<file path="src/rtl/mem_port_arbiter.sv">
// Shares one memory bus between instruction fetch and load/store, with
// round-robin arbitration, alignment faults and a waitrequest timeout.
module mem_port_arbiter #(
  parameter int unsigned MAX_WAIT = 1024,
  parameter int unsigned CNT_W    = 11
) (
  input  logic        clk,
  input  logic        reset,
  input  logic        if_req,
  input  logic [31:0] if_addr,
  output logic        if_done,
  output logic [31:0] if_rdata,
  input  logic        d_req,
  input  logic        d_write,
  input  logic [31:0] d_addr,
  input  logic [31:0] d_wdata,
  input  logic [3:0]  d_byteen,
  output logic        d_done,
  output logic [31:0] d_rdata,
  output logic        fault,
  output logic        stall,
  output logic [31:0] address,
  output logic        read,
  output logic        write,
  output logic [31:0] writedata,
  output logic [3:0]  byteenable,
  input  logic [31:0] readdata,
  input  logic        waitrequest
);

  localparam logic [1:0] IDLE   = 2'd0;
  localparam logic [1:0] BUS_IF = 2'd1;
  localparam logic [1:0] BUS_D  = 2'd2;
  localparam logic [1:0] DONE   = 2'd3;

  localparam logic GRANT_IF = 1'b0;
  localparam logic GRANT_D  = 1'b1;

  logic [1:0]       state;
  logic             last_grant;
  logic [CNT_W-1:0] wait_cnt;
  logic [CNT_W-1:0] wait_cnt_nxt;
  logic             grant_any;
  logic             grant_d;
  logic             grant_fault;
  logic             timeout;
  logic             in_fetch;

  function automatic logic is_onehot4(input logic [3:0] be);
    return (be != 4'b0000) && ((be & (be - 4'd1)) == 4'b0000);
  endfunction

  // Word accesses must be aligned; sub-word accesses must name exactly one lane.
  function automatic logic data_misaligned(input logic [1:0] lsb, input logic [3:0] be);
    if (be == 4'b1111) return lsb != 2'b00;
    return !is_onehot4(be);
  endfunction

  always_comb begin
    grant_any = if_req | d_req;
    if (if_req && d_req) grant_d = (last_grant == GRANT_IF);
    else                 grant_d = d_req;
    grant_fault = grant_d ? data_misaligned(d_addr[1:0], d_byteen)
                          : (if_addr[1:0] != 2'b00);
  end

  assign wait_cnt_nxt = wait_cnt + 1'b1;
  assign timeout      = (MAX_WAIT != 0) && (32'(wait_cnt_nxt) == MAX_WAIT);
  assign in_fetch     = (state == BUS_IF);
  assign stall        = (if_req | d_req) & ~(if_done | d_done);

  always_ff @(posedge clk or posedge reset) begin
    if (reset) begin
      state      <= IDLE;
      last_grant <= GRANT_D;
      wait_cnt   <= '0;
      if_done    <= 1'b0;
      d_done     <= 1'b0;
      fault      <= 1'b0;
      if_rdata   <= '0;
      d_rdata    <= '0;
      address    <= '0;
      read       <= 1'b0;
      write      <= 1'b0;
      writedata  <= '0;
      byteenable <= '0;
    end else begin
      if_done <= 1'b0;
      d_done  <= 1'b0;
      fault   <= 1'b0;
      case (state)
        IDLE: begin
          if (grant_any) begin
            if (if_req && d_req) last_grant <= grant_d;
            if (grant_d) begin
              address    <= {d_addr[31:2], 2'b00};
              writedata  <= d_wdata;
              byteenable <= d_byteen;
            end else begin
              address    <= {if_addr[31:2], 2'b00};
              byteenable <= 4'b1111;
            end
            // A faulting grant never reaches the bus.
            if (grant_fault) begin
              state   <= DONE;
              fault   <= 1'b1;
              if_done <= !grant_d;
              d_done  <= grant_d;
            end else begin
              state <= grant_d ? BUS_D : BUS_IF;
              read  <= !grant_d || !d_write;
              write <= grant_d && d_write;
            end
          end
        end
        BUS_IF, BUS_D: begin
          if (!waitrequest) begin
            if (read) begin
              if (in_fetch) if_rdata <= readdata;
              else          d_rdata  <= readdata;
            end
            read    <= 1'b0;
            write   <= 1'b0;
            state   <= DONE;
            if_done <= in_fetch;
            d_done  <= !in_fetch;
          end else begin
            wait_cnt <= wait_cnt_nxt;
            if (timeout) begin
              read    <= 1'b0;
              write   <= 1'b0;
              state   <= DONE;
              fault   <= 1'b1;
              if_done <= in_fetch;
              d_done  <= !in_fetch;
            end
          end
        end
        DONE: begin
          state    <= IDLE;
          wait_cnt <= '0;
        end
        default: state <= IDLE;
      endcase
    end
  end

endmodule

</file>
<file path="config.mk">
export PLATFORM = sky130hd
export DESIGN_NAME = mem_port_arbiter
export DESIGN_NICKNAME = d
export VERILOG_FILES = /design/src/rtl/mem_port_arbiter.sv
export SDC_FILE = /design/constraint.sdc
export NUM_CORES = 1
export LEC_CHECK = 0
export ABC_AREA = 1
export ABC_CLOCK_PERIOD_IN_PS = 6000
export CAP_MARGIN = 20
export CORE_MARGIN = 8
export CORE_UTILIZATION = 35
export DETAILED_ROUTE_END_ITERATION = 12
export DONT_BUFFER_PORTS = 1
export GPL_ROUTABILITY_DRIVEN = 1
export HOLD_SLACK_MARGIN = 0.02
export PLACE_DENSITY = 0.56
export SLEW_MARGIN = 10
export SYNTH_ARGS = -nofsm -noshare
export SYNTH_HDL_FRONTEND = slang
export SYNTH_SLANG_ARGS = --single-unit
</file>
<file path="constraint.sdc">
create_clock -name clk -period 6 [get_ports clk]
set_input_delay 1.5 -clock clk [delete_from_list [all_inputs] [get_ports clk]]
set_output_delay 1.5 -clock clk [all_outputs]
set_load 0.03 [all_outputs]
</file>
-- Word level (Yosys, flattened, before mapping)
Index checks and enable logic that the tools add are counted.
- flip-flop bits (word level): 151
- output and inout port bits: 138
- logic and storage cells: 94
- add/subtract/negate cells: 2
- equality and inequality tests: 9
- muxes and demuxes: 38
- bitwise logic cells: 8
- reductions and logical operators: 24
- operators by type and width (cell ; count):
    32-bit 2-to-1 mux ; 1
    1-bit 2-to-1 mux ; 23
    11-bit one-hot mux with 2 select lines ; 1
    4-bit AND reduction ; 3
    11-bit by 1-bit adder with 11-bit output, second input constant ; 1
    11-bit == test, second input constant ; 1
    11-bit 2-to-1 mux ; 1
    2-bit 2-to-1 mux ; 5
    1-bit one-hot mux with 2 select lines ; 5
    2-bit nonzero test ; 4
    2-bit inequality test, second input constant ; 3
    2-bit one-hot mux with 3 select lines ; 1
    2-bit AND reduction ; 3
    3-bit AND reduction ; 2
    4-bit bitwise AND ; 1
    2-bit == test, second input constant ; 2
    4-bit == test, second input constant ; 1
    1-bit logical NOT ; 4
    4-bit logical NOT ; 1
    4-bit 2-to-1 mux ; 1
    1-bit inverter ; 4
    4-bit nonzero test ; 1
    4-bit by 1-bit subtractor with 4-bit output, second input constant ; 1
    1-bit logical AND ; 3
    7 further kinds ; 8

-- Longest topological paths before layout
- word-level depth: 10
- gate-level depth with buffers: 13
- mapped depth without buffers: 13

-- Worst setup path before layout
OpenSTA, ideal clock, no wires.
- path kind: input port to output port
- from: input port d_req
- to: output port stall
- arrival time: 2.189 ns
- required time: 4.500 ns
- path slack: 2.311 ns
- stages on the path: 2
- path buffers: 0
- cell sequence: nor2_1 > nor3_1
- cells in the longest elaborated chain, start to end: 2
- ends and longest elaborated chain (element ; line ; text):
    from (decl) ; 13 ; input logic d_req,
    1-bit bitwise OR ; 70 ; assign stall = (if_req | d_req) & ~(if_done | d_done);
    1-bit bitwise AND ; 70 ;
    to (decl) ; 21 ; output logic stall,
Every way passes these cells.

-- Final worst setup path
Ends and elaborated chain as after synthesis.

==> impl_results.md <==
- Main synth FF type: dfrtp_1
- Vias: 4663
- Longest Clk Path Bufs: 2
- First-pass GRT wire length: 26700 um
- Core ar.: 17800 um2
- Critical path type: in -> out
- CP max-delay cell: nor3_1
- Worst hold path class: reg -> reg
- Routed vias/inst: 5.11
- DP HPWL: 13000 um
- DRC errors left: 0
- Row cnt: 49
- Internal Power: 2.42 mW
- Final count of negative-setup-slack endpoints: 0
- Crit. End Element: output pin
- DR WL/cell: 18.9 um
- Synth Cell Area: 6300 um2
- Tmin final: 3.80 ns
- PortBufs: 0
- # IOs: 276
- Cell Chain, Critical Path: nor2_1 > nor3_1
- Worst reg2reg setup slack: 3.33 ns
- CTS Sinks: 149
- Switch Pwr: 2.27 mW
- Crit-path leading delay family: simple AND/OR/NAND/NOR gates
- Asr flop ratio synth: 100%
- Total gr overflow: 0
- Worst Path Max Fanout: 4
- Clock skew: 0.00775 ns
- Final wirelength: 17200 um
- Initial DRC count: 317
- TNS Setup: 0 ns
- Hold path start: last_grant
- Fmax: 263 MHz
- CP Data Required Time: 4.50 ns
- Clock root cell: clkbuf_16
- Area delta synth->final: 13.1%
- Sw frac: 48.4%
- Antenna cells: 0
- Slew HR: 35.0%
- Clock latency on the worst-skew pair: 0.41 ns
- Buf/Inv on CP: 0
- Leak pwr: 3.35 nW
- Nets: 816
- Placed instance area: 6530 um2
- Reg2reg end: address[13]
- GRT Total Usage: 15.2%
- Multi-input gate area: 2230 um2
- Syn avg cell area: 9.34 um2
- Synth Instances: 675
- Number of global-route vias before repair: 4874
- CP max stage delay: 0.73 ns
- Crit start category: primary input
- Sequential share of the synthesized area: 59.2%
- H-tree levels: 4
- Layout cells sized above 1: 12.6%
- Fillers: 1723
- Max_cap viols: 0
- Tcrit/Tclk final: 63.4%
- Clock-pin slew on the worst setup and hold paths: 0.06 ns
- Pwr dens: 657 nW/um2
- Status: finished, final reports clean
- Reg-to-Reg Start: state[1]
- CTS Hold Bufs: 0
- Register Area: 3730 um2
- CTS resizes: 0
- Total CTS buffers: 17
- Fin. Hold Viols: 0
- Post-CTS setup buffer count: 0
- Worst Hold End: last_grant
- Post-route ant nets: 0
- Final Cell Area: 7130 um2
- WP data arrival: 2.30 ns
- Die area: 22600 um2
- Clk pwr share: 22.1%
- Final GP Congestion: 0.867
- Unique cell type count in the Yosys netlist: 24
- Worst R2R Path Depth: 7
- Comb power frac: 19.6%
- CTS tree: yes
- Hold path depth: 2
- Slew Limit Fails: 0
- Post-synth EDFFs: 0
- Die height: 150 um
- Unrepaired setup endpoints after global routing: no
- Worst-Margin Slew: 0.974 ns
- Largest net degree at the start of global routing: 82
- Peak supply drop: 0.265 mV
- Initial Util: 35.3%
- Die extent in x: 150 um
- FF+latch count, synth: 149
- Warnings from Yosys: 0
- Pre-antenna DRT Iters: 5
- Initial antenna violation count: 0
- Sequential power share: 58.3%
-- per-layer routing --
metal | GRT usage (%) | up-vias | wire length (um)
li1 | - | 2178 | -
met1 | 16.8 | 2236 | 6120
met2 | 24.8 | 218 | 8690
met3 | 7.57 | 31 | 2020
met4 | 5.65 | 0 | 397
met5 | 0 | - | 0
-- sequential cells by signal, indices dropped and copies added (netlist names) --
signal      flops
state           2
writedata      32
byteenable      4
d_rdata        32
if_done         1
fault           1
last_grant      1
read            1
wait_cnt       11
d_done          1
write           1
address        30
if_rdata       32
-- tightest hold or removal path, delay by kind of cell (launching register included) --
family / cells / cell delay (ns)
flops: 1 / 0.37
simple gates: 1 / 0.05
compound gates: 1 / 0.08
-- cell usage in the layout, fill, tap and decap left out, types with 6 or more instances in the layout --
cell type and count:
inv_1 58, nand2_2 6, ha_1 8, nand3_1 16
dfrtp_1 148, clkbuf_16 17, o21ai_0 132, mux2_2 32
nor2_1 56, nand2_1 152
-- per-stage QoR --
stage | std cells | utilization (%) | hold WS (ns) | power, mW | worst slack [ns]
finish | 912 | 40.0 | 0.504 | 4.68 | 2.20
global route | 912 | 40.0 | 0.564 | 4.99 | 2.15
CTS | 911 | 39.9 | 0.508 | 4.74 | 2.18
detailed placement | 879 | 36.6 | 0.500 | 3.69 | 2.18
global placement | 878 | 36.5 | 0.498 | 3.61 | 2.19
floorplan | 676 | - | 0.469 | 3.33 | 0.494
-- area by class of cell --
type / instances / area share (%)
timing repair buffer: 6 / 0.983
tap: 229 / 4.02
clock buffer: 18 / 6.16
inverter: 60 / 3.23
clock inverter: 14 / 1.98
multi-input combinational: 436 / 31.3
sequential: 149 / 52.3
-- cell usage after synthesis (4+ instances only) --
cell type / instances / area share (%)
ha_1: 8 / 1.6
mux2_2: 32 / 5.7
nand2_1: 152 / 9.0
clkbuf_1: 22 / 1.3
o22ai_1: 5 / 0.50
nor2_1: 56 / 3.3
inv_1: 59 / 3.5
a31oi_1: 4 / 0.40
nand4_1: 5 / 0.50
o21ai_0: 132 / 10
nand2_2: 6 / 0.60
dfrtp_1: 148 / 59
buf_2: 5 / 0.40
nor2_2: 4 / 0.40
nand3_1: 18 / 1.4
a21oi_1: 5 / 0.40
-- how the worst max path moves through the flow --
stage | startpoint | to | slack, ns | depth (start not counted)
floorplan | reset | address[10] | 0.49 | 1
global placement | d_req | stall | 2.19 | 2
detailed placement | d_req | stall | 2.18 | 2
CTS | d_req | stall | 2.18 | 2
global route | d_req | stall | 2.15 | 2
finish | d_req | stall | 2.20 | 2
-- power by group through the flow --
stage	clock [mW]	sequential, mW	combinational (mW)
floorplan	0	2.58	0.748
global placement	0	2.76	0.858
detailed placement	0	2.76	0.929
CTS	1.07	2.75	0.925
global route	1.12	2.80	1.08
finish	1.03	2.73	0.920
-- logic make-up after synthesis --
kind of cell,synth area share (%)
and+or+nand+nor,15.5
AOI/OAI and AO/OA,12.3
DFF,59.2
buffers and inverters,5.70
muxes,5.72
adders and majority gates,1.59
other,0.0595
(Power assumes the default switching activity.)
